===== src/rtl/axi_bridge_pkg.sv =====
// axi_bridge_pkg: shared types and constants for the
// FFT sample-RAM streaming bridge.
package axi_bridge_pkg;

   localparam int IDX_W = 12;
   localparam logic [1:0] BURST_INCR = 2'b01;
   localparam logic [IDX_W-1:0] IDX_ONE = IDX_W'(1);

   typedef enum logic [1:0] {
      IDLE,
      READ,
      WAIT,
      WRITE
   } bridge_fsm;

endpackage


===== src/rtl/axi_bridge.sv =====
// axi_bridge: loads N samples into the FFT RAM, waits for
// the core, then streams the N results back out.
module axi_bridge
   import axi_bridge_pkg::*;
#(
   parameter int DATA_WIDTH = 32
) (
   input  logic                  i_clk,
   input  logic                  i_rst,
   input  logic [DATA_WIDTH-1:0] i_ARDATA,
   input  logic                  i_ARVALID,
   output logic                  o_ARREADY,
   output logic [1:0]            o_ARBURST,
   input  logic                  i_AWREADY,
   output logic                  o_AWVALID,
   output logic [DATA_WIDTH-1:0] o_AWDATA,
   output logic [1:0]            o_AWBURST,
   input  logic [IDX_W-1:0]      i_SAMPLES_NUMBER,
   input  logic                  i_CALC_END,
   output logic                  o_DATA_LOADED,
   output logic [DATA_WIDTH-1:0] o_SAMPLE_ram,
   output logic [IDX_W-1:0]      o_SAMPLE_INDEX_ram,
   output logic                  o_WRITE_ram,
   output logic                  o_READ_ram,
   input  logic [DATA_WIDTH-1:0] i_DATA_FROM_RAM,
   output bridge_fsm             current_state
);

   logic [IDX_W-1:0] index;
   logic [IDX_W-1:0] n_reg;
   logic             last;

   assign last = (index == n_reg - IDX_ONE);

   assign o_ARBURST          = BURST_INCR;
   assign o_AWBURST          = BURST_INCR;
   assign o_SAMPLE_ram       = i_ARDATA;
   assign o_AWDATA           = i_DATA_FROM_RAM;
   assign o_SAMPLE_INDEX_ram = index;

   // State, sample index and latched transfer length
   always_ff @(posedge i_clk) begin
      if (i_rst) begin
         current_state <= IDLE;
         index         <= '0;
         n_reg         <= '0;
      end else begin
         unique case (current_state)
            IDLE: begin
               if (i_ARVALID && (i_SAMPLES_NUMBER != '0)) begin
                  n_reg         <= i_SAMPLES_NUMBER;
                  index         <= '0;
                  current_state <= READ;
               end
            end
            READ: begin
               if (i_ARVALID) begin
                  if (last) begin
                     index         <= '0;
                     current_state <= WAIT;
                  end else begin
                     index <= index + IDX_ONE;
                  end
               end
            end
            WAIT: begin
               if (i_CALC_END) begin
                  current_state <= WRITE;
               end
            end
            WRITE: begin
               if (i_AWREADY) begin
                  if (last) begin
                     index         <= '0;
                     current_state <= IDLE;
                  end else begin
                     index <= index + IDX_ONE;
                  end
               end
            end
            default: current_state <= IDLE;
         endcase
      end
   end

   // Handshake and RAM strobes decoded from the current state
   always_comb begin
      o_ARREADY     = 1'b0;
      o_WRITE_ram   = 1'b0;
      o_READ_ram    = 1'b0;
      o_AWVALID     = 1'b0;
      o_DATA_LOADED = 1'b0;
      unique case (1'b1)
         (current_state == IDLE): begin
         end
         (current_state == READ): begin
            o_ARREADY   = 1'b1;
            o_WRITE_ram = i_ARVALID;
         end
         (current_state == WAIT): begin
            o_DATA_LOADED = 1'b1;
         end
         (current_state == WRITE): begin
            o_READ_ram = 1'b1;
            o_AWVALID  = 1'b1;
         end
         default: begin
         end
      endcase
   end

endmodule


===== config.mk =====
export PLATFORM = sky130hd
export DESIGN_NAME = axi_bridge
export DESIGN_NICKNAME = d
export VERILOG_FILES = /design/src/rtl/axi_bridge_pkg.sv /design/src/rtl/axi_bridge.sv
export SDC_FILE = /design/constraint.sdc
export NUM_CORES = 1
export LEC_CHECK = 0
export BUFFER_PORTS_ARGS = -buffer_cell sky130_fd_sc_hd__buf_2
export CELL_PAD_IN_SITES_DETAIL_PLACEMENT = 2
export CELL_PAD_IN_SITES_GLOBAL_PLACEMENT = 2
export CORE_UTILIZATION = 19
export CTS_BUF_LIST = sky130_fd_sc_hd__clkbuf_2 sky130_fd_sc_hd__clkbuf_4 sky130_fd_sc_hd__clkbuf_8
export CTS_CLUSTER_SIZE = 24
export DETAILED_ROUTE_END_ITERATION = 8
export GPL_TIMING_DRIVEN = 0
export HOLD_SLACK_MARGIN = 0.03
export PLACE_DENSITY = 0.89
export SETUP_SLACK_MARGIN = 0.3
export SYNTH_ARGS = -nofsm -noshare
export SYNTH_HDL_FRONTEND = slang
export SYNTH_SLANG_ARGS = --single-unit

===== constraint.sdc =====
create_clock -name i_clk -period 2.75 [get_ports i_clk]
set_clock_uncertainty 0.2 [all_clocks]
set_input_delay 0 -clock i_clk [delete_from_list [all_inputs] [get_ports i_clk]]
set_output_delay 0 -clock i_clk [all_outputs]
set_load 0.03 [all_outputs]

==> results of run 1 <==
==> logic make-up (layout without fill, tap and decap cells) <==
kind of cell	count (synthesis)	after routing	synth area share
AO/OA/AOI/OAI	55	55	0.170
XOR/XNOR	14	14	0.0534
adder cells (fa/ha/maj)	7	7	0.0381
buffers and inverters	89	217	0.271
flip-flops	26	26	0.227
multiplexers	10	10	0.0436
other	2	4	0.00327
AND/OR/NAND/NOR	80	80	0.194
==> worst register-to-register path, delay by kind of cell, from the launching register on <==
kind            cells  cell delay (ns)
compound gates      5             0.74
simple gates        2             1.00
flops               1             0.33
buf+inv             4             0.52
==> cell type report <==
type                            count  area [µm²]  share of cell area
Multi-Input combinational cell    170        1300               0.378
Inverter                            8        30.0             0.00875
Buffer                             81         618               0.180
Sequential cell                    26         529               0.154
Tap cell                          143         179              0.0521
Clock buffer                        4        55.1              0.0160
Timing Repair Buffer              124         724               0.211
==> through the flow <==
| step | worst slack [ns] | cells | TNS [ns] | util |
|---|---|---|---|---|
| 3_5_place_dp | -0.381 | 526 | -2.38 | 0.261 |
| 2_1_floorplan | 0.0246 | 285 | 0 | - |
| 4_1_cts | -0.0425 | 549 | -0.0719 | 0.285 |
| 6_report | -0.135 | 556 | -0.663 | 0.296 |
| 3_3_place_gp | -0.217 | 526 | -0.414 | 0.261 |
| 5_1_grt | -0.206 | 556 | -1.75 | 0.296 |
==> cells in the final DEF, fill, tap and decap left out, types with 5 or more instances in the layout <==
master	synthesis	final
buf_2	2	100
buf_4	72	82
nor2_1	27	27
dfxtp_1	26	21
a21oi_1	18	15
dlygate4sd3_1	0	14
mux2i_1	10	10
nand3_1	11	10
xnor2_1	9	9
inv_1	8	6
nand2_1	6	6
a31o_1	6	6
buf_6	2	5
and3_1	5	5
or4_1	7	5
xor2_1	5	5
o21ai_0	8	5
==> per-layer routing <==
layer  vias to the layer above  share of wire  GRT usage  routed length (µm)
met4                         0          0.019     0.0459                 180
met2                       128           0.54      0.275                4980
met5                         -              0          0                   0
met3                        14          0.063     0.0180                 584
met1                      1278           0.38      0.147                3550
li1                       1192              -          -                   -
==> report_power, final <==
| part | internal, mW | switching [mW] | leakage (nW) |
|---|---|---|---|
| Combinational | 0.612 | 0.916 | 1.35 |
| Sequential | 0.433 | 0.0785 | 0.214 |
| Clock | 0.129 | 0.145 | 0.0288 |
| Total | 1.17 | 1.14 | 1.59 |
==> path summary, 6_finish.rpt <==
path,to,depth (start not counted),slack (ns)
setup / recovery,o_SAMPLE_INDEX_ram[4],11,-0.13
hold / removal,n_reg[11],5,0.04
setup reg to reg,o_SAMPLE_INDEX_ram[4],11,-0.13
hold reg to reg,n_reg[11],2,0.34
==> timing repair <==
item | CTS | global route
setup buffers | 5 | 7
resized for setup | 16 | 18
endpoints found under the hold margin | 14 | 0
endpoints found under the setup margin | 21 | 21
hold buffers | 14 | 0
pin swaps | 4 | 8
==> impl_metrics.json, run 1 <==
{
  "cts_root_buf": "clkbuf_8",
  "synth_edf_count": 0,
  "via_per_inst": 4.70,
  "stdcell_area_um2": 3430,
  "vias": 2612,
  "synth_cell_types": 51,
  "io-pin-count": 168,
  "yosysMostFrequentCell": "buf_4",
  "crit_start": "n_reg[2]",
  "avgSynthCellArea_um2": 8.11,
  "power.density_nw_per_um2": 674,
  "p_leak_nw": 1.59,
  "drv_cap": 0,
  "arrival_ns": 2.87,
  "rows": 39,
  "crit_fanout": 7,
  "grt_pass1_vias": 2699,
  "antenna_found_initial": 0,
  "period_share": 1.05,
  "power_mw": 2.31,
  "dieArea_um2": 12500,
  "synthArstFlopShare": 0,
  "cts_sinks": 26,
  "nets": 502,
  "tightest_slew_ns": 1.04,
  "yosysWarnings": 0,
  "grt_use_total": 0.138,
  "ir_worst_vdd_mv": 0.279,
  "min_path_type": "input port to flop",
  "slew-limit-headroom": 0.302,
  "detailed_place_hpwl_mm": 6.34,
  "final.fill_count": 1355,
  "cpMaxStageDelayCell": "or4_4",
  "drtIter0Drc": 77,
  "finalWirelength_mm": 9.29,
  "areaGrowthSynthToFinish_pct": 49.5,
  "synthCells": 283,
  "violations": "DRC, setup timing",
  "ant_nets": 0,
  "grt_start_max_net_pins": 15,
  "layout-drive-gt1-share": 0.554,
  "syn_area_um2": 2300,
  "ys.flop_type": "dfxtp_1",
  "firstDrtPassIters": 6,
  "ys_seq_area_frac": 0.227,
  "max_stage_delay_ns": 0.52,
  "cts_buffers": 3,
  "gp_congestion": 0.802,
  "yosys.area.top_type_share": 0.235,
  "cts_tree": "yes",
  "crit_required_ns": 2.73,
  "die_y_um": 112,
  "core_um2": 11600,
  "min_period_ns": 2.88,
  "worst-path-buf-inv": 4,
  "fin_ws_ns": -0.135,
  "ys_ff_latch": 26,
  "fmax_ghz": 0.347,
  "grt_overflow": 0,
  "wire_per_inst_um": 16.7,
  "status": "finished with violations",
  "htree_levels": 1,
  "netlist_top_cells_area": "buf_4, dfxtp_1, nor2_1",
  "setup_viol": 12,
  "hold_violations": 0,
  "die_x_um": 112,
  "remaining_drc_errors": 11,
  "min-delay-start": "i_ARVALID",
  "drv_slew": 0,
  "crit_chain": "buf_6 > or4_4 > buf_8 > or4_4 > o311ai_2 > a31o_2 > buf_6 > buf_4 > a31oi_1 > o21ai_1 > a21oi_1",
  "crit_type": "flop to flop",
  "crit_path_start_kind": "flop",
  "placed_area_um2": 3030,
  "clockBufferDepth": 2,
  "portBuffers": 98,
  "cpLargestDelayFamily": "simple AND/OR/NAND/NOR gates",
  "worstReg2RegStart": "n_reg[2]",
  "worst_setup_path_end_kind": "flop",
  "antennaDiodeCount": 0,
  "rsz0062_at_grt": "yes",
  "clock_latency_ns": 0.29,
  "synthTopCellsByCount": "buf_4, nor2_1, dfxtp_1, a21oi_1, nand3_1",
  "grt_pass1_wl_mm": 13.9,
  "path_clk_slew_ns": 0.10,
  "whs_ns": 0.0426,
  "start_util": 0.198,
  "synth_area_leader_cell": "buf_4"
}
Note: power is estimated with default switching activity, not from simulation.
==> inputs of run 2 (changes only) <==
--- a/config.mk
+++ b/config.mk
@@ -5,16 +5,17 @@
 export SDC_FILE = /design/constraint.sdc
 export NUM_CORES = 1
 export LEC_CHECK = 0
+export ABC_AREA = 1
 export BUFFER_PORTS_ARGS = -buffer_cell sky130_fd_sc_hd__buf_2
 export CELL_PAD_IN_SITES_DETAIL_PLACEMENT = 2
 export CELL_PAD_IN_SITES_GLOBAL_PLACEMENT = 2
-export CORE_UTILIZATION = 19
+export CORE_UTILIZATION = 18
 export CTS_BUF_LIST = sky130_fd_sc_hd__clkbuf_2 sky130_fd_sc_hd__clkbuf_4 sky130_fd_sc_hd__clkbuf_8
 export CTS_CLUSTER_SIZE = 24
 export DETAILED_ROUTE_END_ITERATION = 8
 export GPL_TIMING_DRIVEN = 0
 export HOLD_SLACK_MARGIN = 0.03
-export PLACE_DENSITY = 0.89
+export PLACE_DENSITY = 0.9
 export SETUP_SLACK_MARGIN = 0.3
 export SYNTH_ARGS = -nofsm -noshare
 export SYNTH_HDL_FRONTEND = slang
==> run 2 against run 1 <==
Compared with the run above:
- the run now ends clean
- total power up 2.7%
- clock power is essentially flat
- critical path depth fell by 2
- non-clock buffer count fell by 20
- largest power group unchanged
==> impl_metrics.json, run 2 <==
{
  "grt_overflow": 0,
  "syn_area_um2": 2340,
  "drv_cap": 0,
  "clock_latency_ns": 0.29,
  "detailed_place_hpwl_mm": 6.75,
  "layout_common_cells": "buf_2, buf_4, nand2_1",
  "p_leak_nw": 1.66,
  "ant_nets": 0,
  "cp_common_cell": "dlygate4sd3_1",
  "grt_use_total": 0.132,
  "die_y_um": 116,
  "worst_setup_path_end_kind": "flop",
  "yosysMostFrequentCell": "buf_4",
  "max_stage_delay_ns": 0.59,
  "drv_slew": 0,
  "nets": 563,
  "finalWirelength_mm": 9.13,
  "status": "finished, final reports clean",
  "gp_congestion": 0.800,
  "die_x_um": 116,
  "p_int_mw": 1.08,
  "synthArstFlopShare": 0,
  "layout-drive-gt1-share": 0.432,
  "synthTopCellsByCount": "buf_4, nand2_1, inv_1, nor2_1, dfxtp_1",
  "yosys.area.top_type_share": 0.222,
  "vias": 2682,
  "cts_tree": "yes",
  "pwr-share-seq": 0.236,
  "fin_ws_ns": 0.405,
  "start_util": 0.185,
  "grt_start_max_net_pins": 15,
  "crit_path_start_kind": "input port",
  "netlist_top_cells_area": "dfxtp_1, buf_4, nand2_1",
  "grt_pass1_wl_mm": 13.7,
  "min-delay-start": "i_rst",
  "cpLargestDelayFamily": "buffers and inverters",
  "rows": 41,
  "via_per_inst": 4.15,
  "avgSynthCellArea_um2": 6.60,
  "switching_share": 0.546,
  "power_mw": 2.38,
  "path_clk_slew_ns": 0.11,
  "min_path_type": "input port to flop",
  "crit_fanout": 6,
  "crit_type": "input port to flop",
  "dieArea_um2": 13500,
  "areaGrowthSynthToFinish_pct": 39.5,
  "tns_ns": 0,
  "antenna_found_initial": 0,
  "drtIter0Drc": 105,
  "io-pin-count": 168,
  "antennaDiodeCount": 0,
  "cts_buffers": 3,
  "htree_levels": 1,
  "synth_cell_types": 32,
  "final_common_cell": "buf_2",
  "cts_root_buf": "clkbuf_8",
  "crit_start": "i_SAMPLES_NUMBER[0]",
  "switching_power_mw": 1.30,
  "core_um2": 12700,
  "cpMaxStageDelayCell": "dlygate4sd3_1",
  "ys_ff_latch": 26,
  "portBuffers": 99,
  "clockBufferDepth": 2,
  "cts_sinks": 26,
  "power.density_nw_per_um2": 727,
  "fmax_ghz": 0.427,
  "period_share": 0.853,
  "firstDrtPassIters": 4,
  "grt_pass1_vias": 2707,
  "synth_edf_count": 0,
  "slew-limit-headroom": 0.625,
  "setup_viol": 0,
  "worstReg2RegStart": "n_reg[0]",
  "yosysWarnings": 0,
  "ys_seq_area_frac": 0.222,
  "synthCells": 355,
  "clockPowerShare": 0.115,
  "worst-path-buf-inv": 3,
  "synth_area_leader_cell": "dfxtp_1",
  "crit_chain": "dlygate4sd3_1 > buf_2 > or2_1 > nor3_1 > nand2_1 > nand3_1 > o21ai_0 > dlygate4sd3_1 > a21oi_1",
  "min_period_ns": 2.34,
  "hold_violations": 0,
  "rsz0062_at_grt": "no",
  "post_cts_buffers": 0,
  "ir_worst_vdd_mv": 0.376,
  "wire_per_inst_um": 14.1,
  "pre_cts_ws_ns": 0.504,
  "placed_area_um2": 3060,
  "arrival_ns": 2.36,
  "stdcell_area_um2": 3270,
  "crit_required_ns": 2.77,
  "remaining_drc_errors": 0,
  "power.combinational.fraction": 0.649,
  "ys.flop_type": "dfxtp_1",
  "tightest_slew_ns": 0.563
}
run 2: cell count changes after synthesis, sizes merged, moves of 5 or more:
cell,delta
mux2i,-10
or4,-8
nor2,+21
and3,-5
o21ai,+11
a31o,-5
nand3,+10
nand2,+69
inv,+32
buf,-6
a31oi,-7
xnor2,-7
run 2: logic make-up after synthesis:
| logic type | after synthesis | share of synthesized area |
|---|---|---|
| AND/OR/NAND/NOR | 158 | 0.319 |
| buffers and inverters | 113 | 0.292 |
| AO/OA/AOI/OAI | 39 | 0.0881 |
| flip-flops | 26 | 0.222 |
| XOR/XNOR | 10 | 0.0374 |
| adder cells (fa/ha/maj) | 7 | 0.0374 |
| other | 2 | 0.00321 |
run 2: repair_timing:
action / CTS / global route
hold buffers: 14 / 0
endpoints found under the setup margin: 0 / 13
gates resized for setup: 0 / 5
endpoints found under the hold margin: 12 / 0
run 2: worst min-delay path, delay by kind of cell:
family                 cells  cell delay [ns]
AOI/OAI and AO/OA          2             0.19
buffers and inverters      2             0.27
run 2: cell type report:
class / instances / area (µm²)
inverters: 41 / 156
repair buffers: 113 / 636
plain buffers: 72 / 531
flip-flops and latches: 26 / 522
well taps: 172 / 215
fillers: 1584 / 9400
multi-input cells: 218 / 1150
clock buffers: 4 / 55.1
run 2: power by group through the flow:
stage          registers [mW]  logic [mW]  clock network [mW]
2_1_floorplan           0.585        1.05                   0
3_3_place_gp            0.556        1.36                   0
3_5_place_dp            0.564        1.44                   0
4_1_cts                 0.555        1.50               0.271
5_1_grt                 0.573        1.70               0.289
6_report                0.561        1.54               0.274
run 2: worst paths after layout:
path                            cells past startpoint  slack, ns                      to
worst min-delay path                                4       0.01                n_reg[2]
worst min register to register                      2       0.29               n_reg[11]
worst max-delay path                                9       0.41                n_reg[0]
worst max register to register                     12       0.48  o_SAMPLE_INDEX_ram[10]
run 2: through the flow:
step / hold slack, ns / cells / util
final: 0.0125 / 646 / 0.258
after global routing: 0.0562 / 646 / 0.258
after detailed placement: 0.0512 / 628 / 0.242
after global placement: 0.0515 / 628 / 0.242
after CTS: 0.0334 / 646 / 0.257
after floorplan: -0.0683 / 357 / -
run 2: per-layer routing:
| layer | wire (µm) | GRT usage | vias up |
|---|---|---|---|
| li1 | - | - | 1272 |
| met1 | 3420 | 0.137 | 1275 |
| met2 | 4890 | 0.256 | 112 |
| met3 | 520 | 0.0204 | 23 |
| met4 | 299 | 0.0650 | 0 |
| met5 | 0 | 0 | - |
==> inputs of run 3 (changes only) <==
--- a/config.mk
+++ b/config.mk
@@ -9,13 +9,13 @@
 export BUFFER_PORTS_ARGS = -buffer_cell sky130_fd_sc_hd__buf_2
 export CELL_PAD_IN_SITES_DETAIL_PLACEMENT = 2
 export CELL_PAD_IN_SITES_GLOBAL_PLACEMENT = 2
-export CORE_UTILIZATION = 18
+export CORE_UTILIZATION = 20
 export CTS_BUF_LIST = sky130_fd_sc_hd__clkbuf_2 sky130_fd_sc_hd__clkbuf_4 sky130_fd_sc_hd__clkbuf_8
 export CTS_CLUSTER_SIZE = 24
 export DETAILED_ROUTE_END_ITERATION = 8
 export GPL_TIMING_DRIVEN = 0
 export HOLD_SLACK_MARGIN = 0.03
-export PLACE_DENSITY = 0.9
+export PLACE_DENSITY = 0.94
 export SETUP_SLACK_MARGIN = 0.3
 export SYNTH_ARGS = -nofsm -noshare
 export SYNTH_HDL_FRONTEND = slang
==> constraint.sdc (replaced) <==
create_clock -name i_clk -period 2.5 [get_ports i_clk]
set_clock_uncertainty 0.2 [all_clocks]
set_input_delay 0 -clock i_clk [delete_from_list [all_inputs] [get_ports i_clk]]
set_output_delay 0 -clock i_clk [all_outputs]
set_load 0.03 [all_outputs]
==> run 3 against run 2 <==
Compared with the run above:
- first-iteration DRC count down 46%
- highest routed layer unchanged
- sequential power up 13%
- utilization up 3.8 points
- combinational power up 24%
- setup slack worse by 0.069 ns
- register-to-register slack worse by 0.14 ns
- critical path depth up 6
- non-clock buffer count up 4
- total power up 23%
- wire length up 4.3%
- die area down 9.8%
- design area up 3.4%
==> impl_metrics.json, run 3 (same netlist as run 2, synthesis figures left out) <==
{
  "status": "finished, final reports clean",
  "layout_common_cells": "buf_2, buf_4, nand2_1",
  "clock_latency_ns": 0.29,
  "arrival_ns": 2.16,
  "path_clk_slew_ns": 0.11,
  "cts_root_buf": "clkbuf_8",
  "die_y_um": 110,
  "p_leak_nw": 1.69,
  "core_um2": 11400,
  "worst_setup_path_end_kind": "flop",
  "ant_nets": 0,
  "antenna_found_initial": 0,
  "crit_path_start_kind": "flop",
  "cts_buffers": 3,
  "cts_sinks": 26,
  "slew-limit-headroom": 0.584,
  "dieArea_um2": 12100,
  "drv_slew": 0,
  "crit_required_ns": 2.49,
  "rr_worst_depth": 15,
  "via_per_inst": 4.31,
  "grt_use_total": 0.151,
  "drtIter0Drc": 57,
  "detailed_place_hpwl_mm": 6.99,
  "io-pin-count": 168,
  "start_util": 0.205,
  "nets": 568,
  "grt_pass1_wl_mm": 14.0,
  "period_share": 0.865,
  "fmax_ghz": 0.462,
  "areaGrowthSynthToFinish_pct": 44.2,
  "tns_ns": 0,
  "hold_violations": 0,
  "fin_util": 0.296,
  "fin_cells": 622,
  "die_x_um": 110,
  "power.density_nw_per_um2": 866,
  "grt_overflow": 0,
  "portBuffers": 99,
  "ir_worst_vdd_mv": 0.422,
  "final.fill_count": 1405,
  "min_delay_path_depth": 5,
  "wire_per_inst_um": 15.3,
  "rsz0062_at_grt": "yes",
  "vias": 2682,
  "remaining_drc_errors": 0,
  "finalWirelength_mm": 9.53,
  "tightest_slew_ns": 0.623,
  "layout-drive-gt1-share": 0.474,
  "min_period_ns": 2.16,
  "setup_viol": 0,
  "rows": 39,
  "crit_fanout": 5,
  "firstDrtPassIters": 4,
  "htree_levels": 1,
  "cts_tree": "yes",
  "grt_start_max_net_pins": 16,
  "crit_type": "flop to flop",
  "final_common_cell": "buf_2",
  "gp_congestion": 0.818,
  "dp_cells": 599,
  "min_path_type": "input port to flop",
  "antennaDiodeCount": 0,
  "clockBufferDepth": 2,
  "drv_cap": 0,
  "grt_pass1_vias": 2796
}
-- run 3: cell types whose count changed in the layout (fill, tap and decap cells not counted), sizes merged --
cell	delta
bufinv	+1
inv	+1
nand2	+1
clkbuf	-1
clkinv	-1
dlygate4sd3	-1
buf	+5
-- run 3: worst max-delay path, stage by stage, from the launching register on --
cell and delay [ns]:
dfxtp_4 0.37, inv_4 0.07, ha_4 0.17, nand2_2 0.07, nor2_4 0.15, nand3_2 0.09, nand2_1 0.08, nand2_1 0.08
inv_1 0.08, nand2_1 0.08, nor2_2 0.10, nand3_2 0.11, nand2_4 0.14, nand2_8 0.10, nand2_8 0.11, nor2_2 0.06
-- run 3: what timing repair did --
item | in CTS | in global routing
setup endpoints to repair | 14 | 14
cloned | 0 | 1
buffers inserted | 1 | 4
resized for setup | 6 | 19
hold buffers | 13 | 0
endpoints found under the hold margin | 12 | 0
pin swaps | 0 | 10
-- run 3: power by group --
group,switching [mW],internal (mW)
Clock,0.161,0.215
Combinational,1.28,0.633
Sequential,0.127,0.507
Total,1.57,1.35
-- run 3: area by class of cell --
| type | count | area (µm²) | share of cell area |
|---|---|---|---|
| clock buffer | 3 | 41.3 | 0.0122 |
| multi-input combinational | 219 | 1250 | 0.369 |
| sequential | 26 | 528 | 0.156 |
| buffer | 72 | 531 | 0.157 |
| inverter | 41 | 159 | 0.0471 |
| timing repair buffer | 117 | 663 | 0.196 |
| clock inverter | 1 | 30.0 | 0.00889 |
| tap | 143 | 179 | 0.0530 |
-- run 3: worst paths after layout --
| check | start | endpoint | slack [ns] |
|---|---|---|---|
| worst max-delay path | n_reg[0] | o_SAMPLE_INDEX_ram[10] | 0.34 |
| worst min-delay path | i_CALC_END | current_state[0] | 0.05 |
| worst max register to register | n_reg[0] | o_SAMPLE_INDEX_ram[10] | 0.34 |
| worst min register to register | n_reg[11] | n_reg[11] | 0.29 |
-- run 3: metrics by stage --
stage,instance area [µm²],power (mW),setup slack [ns],hold WS (ns)
finish,3380,2.92,0.337,0.0465
global route,3380,3.15,0.202,0.0533
CTS,3280,2.72,0.326,0.0508
detailed placement,3050,2.26,0.160,0.0508
global placement,3050,2.12,0.340,0.0512
floorplan,2380,1.82,0.323,-0.0683
-- run 3: routing by layer --
layer  routed length (µm)  track usage  share of wire
met1                 3600        0.154           0.38
met2                 5340        0.318           0.56
met3                  505       0.0223          0.053
met4                   78       0.0320         0.0082
met5                    0            0              0
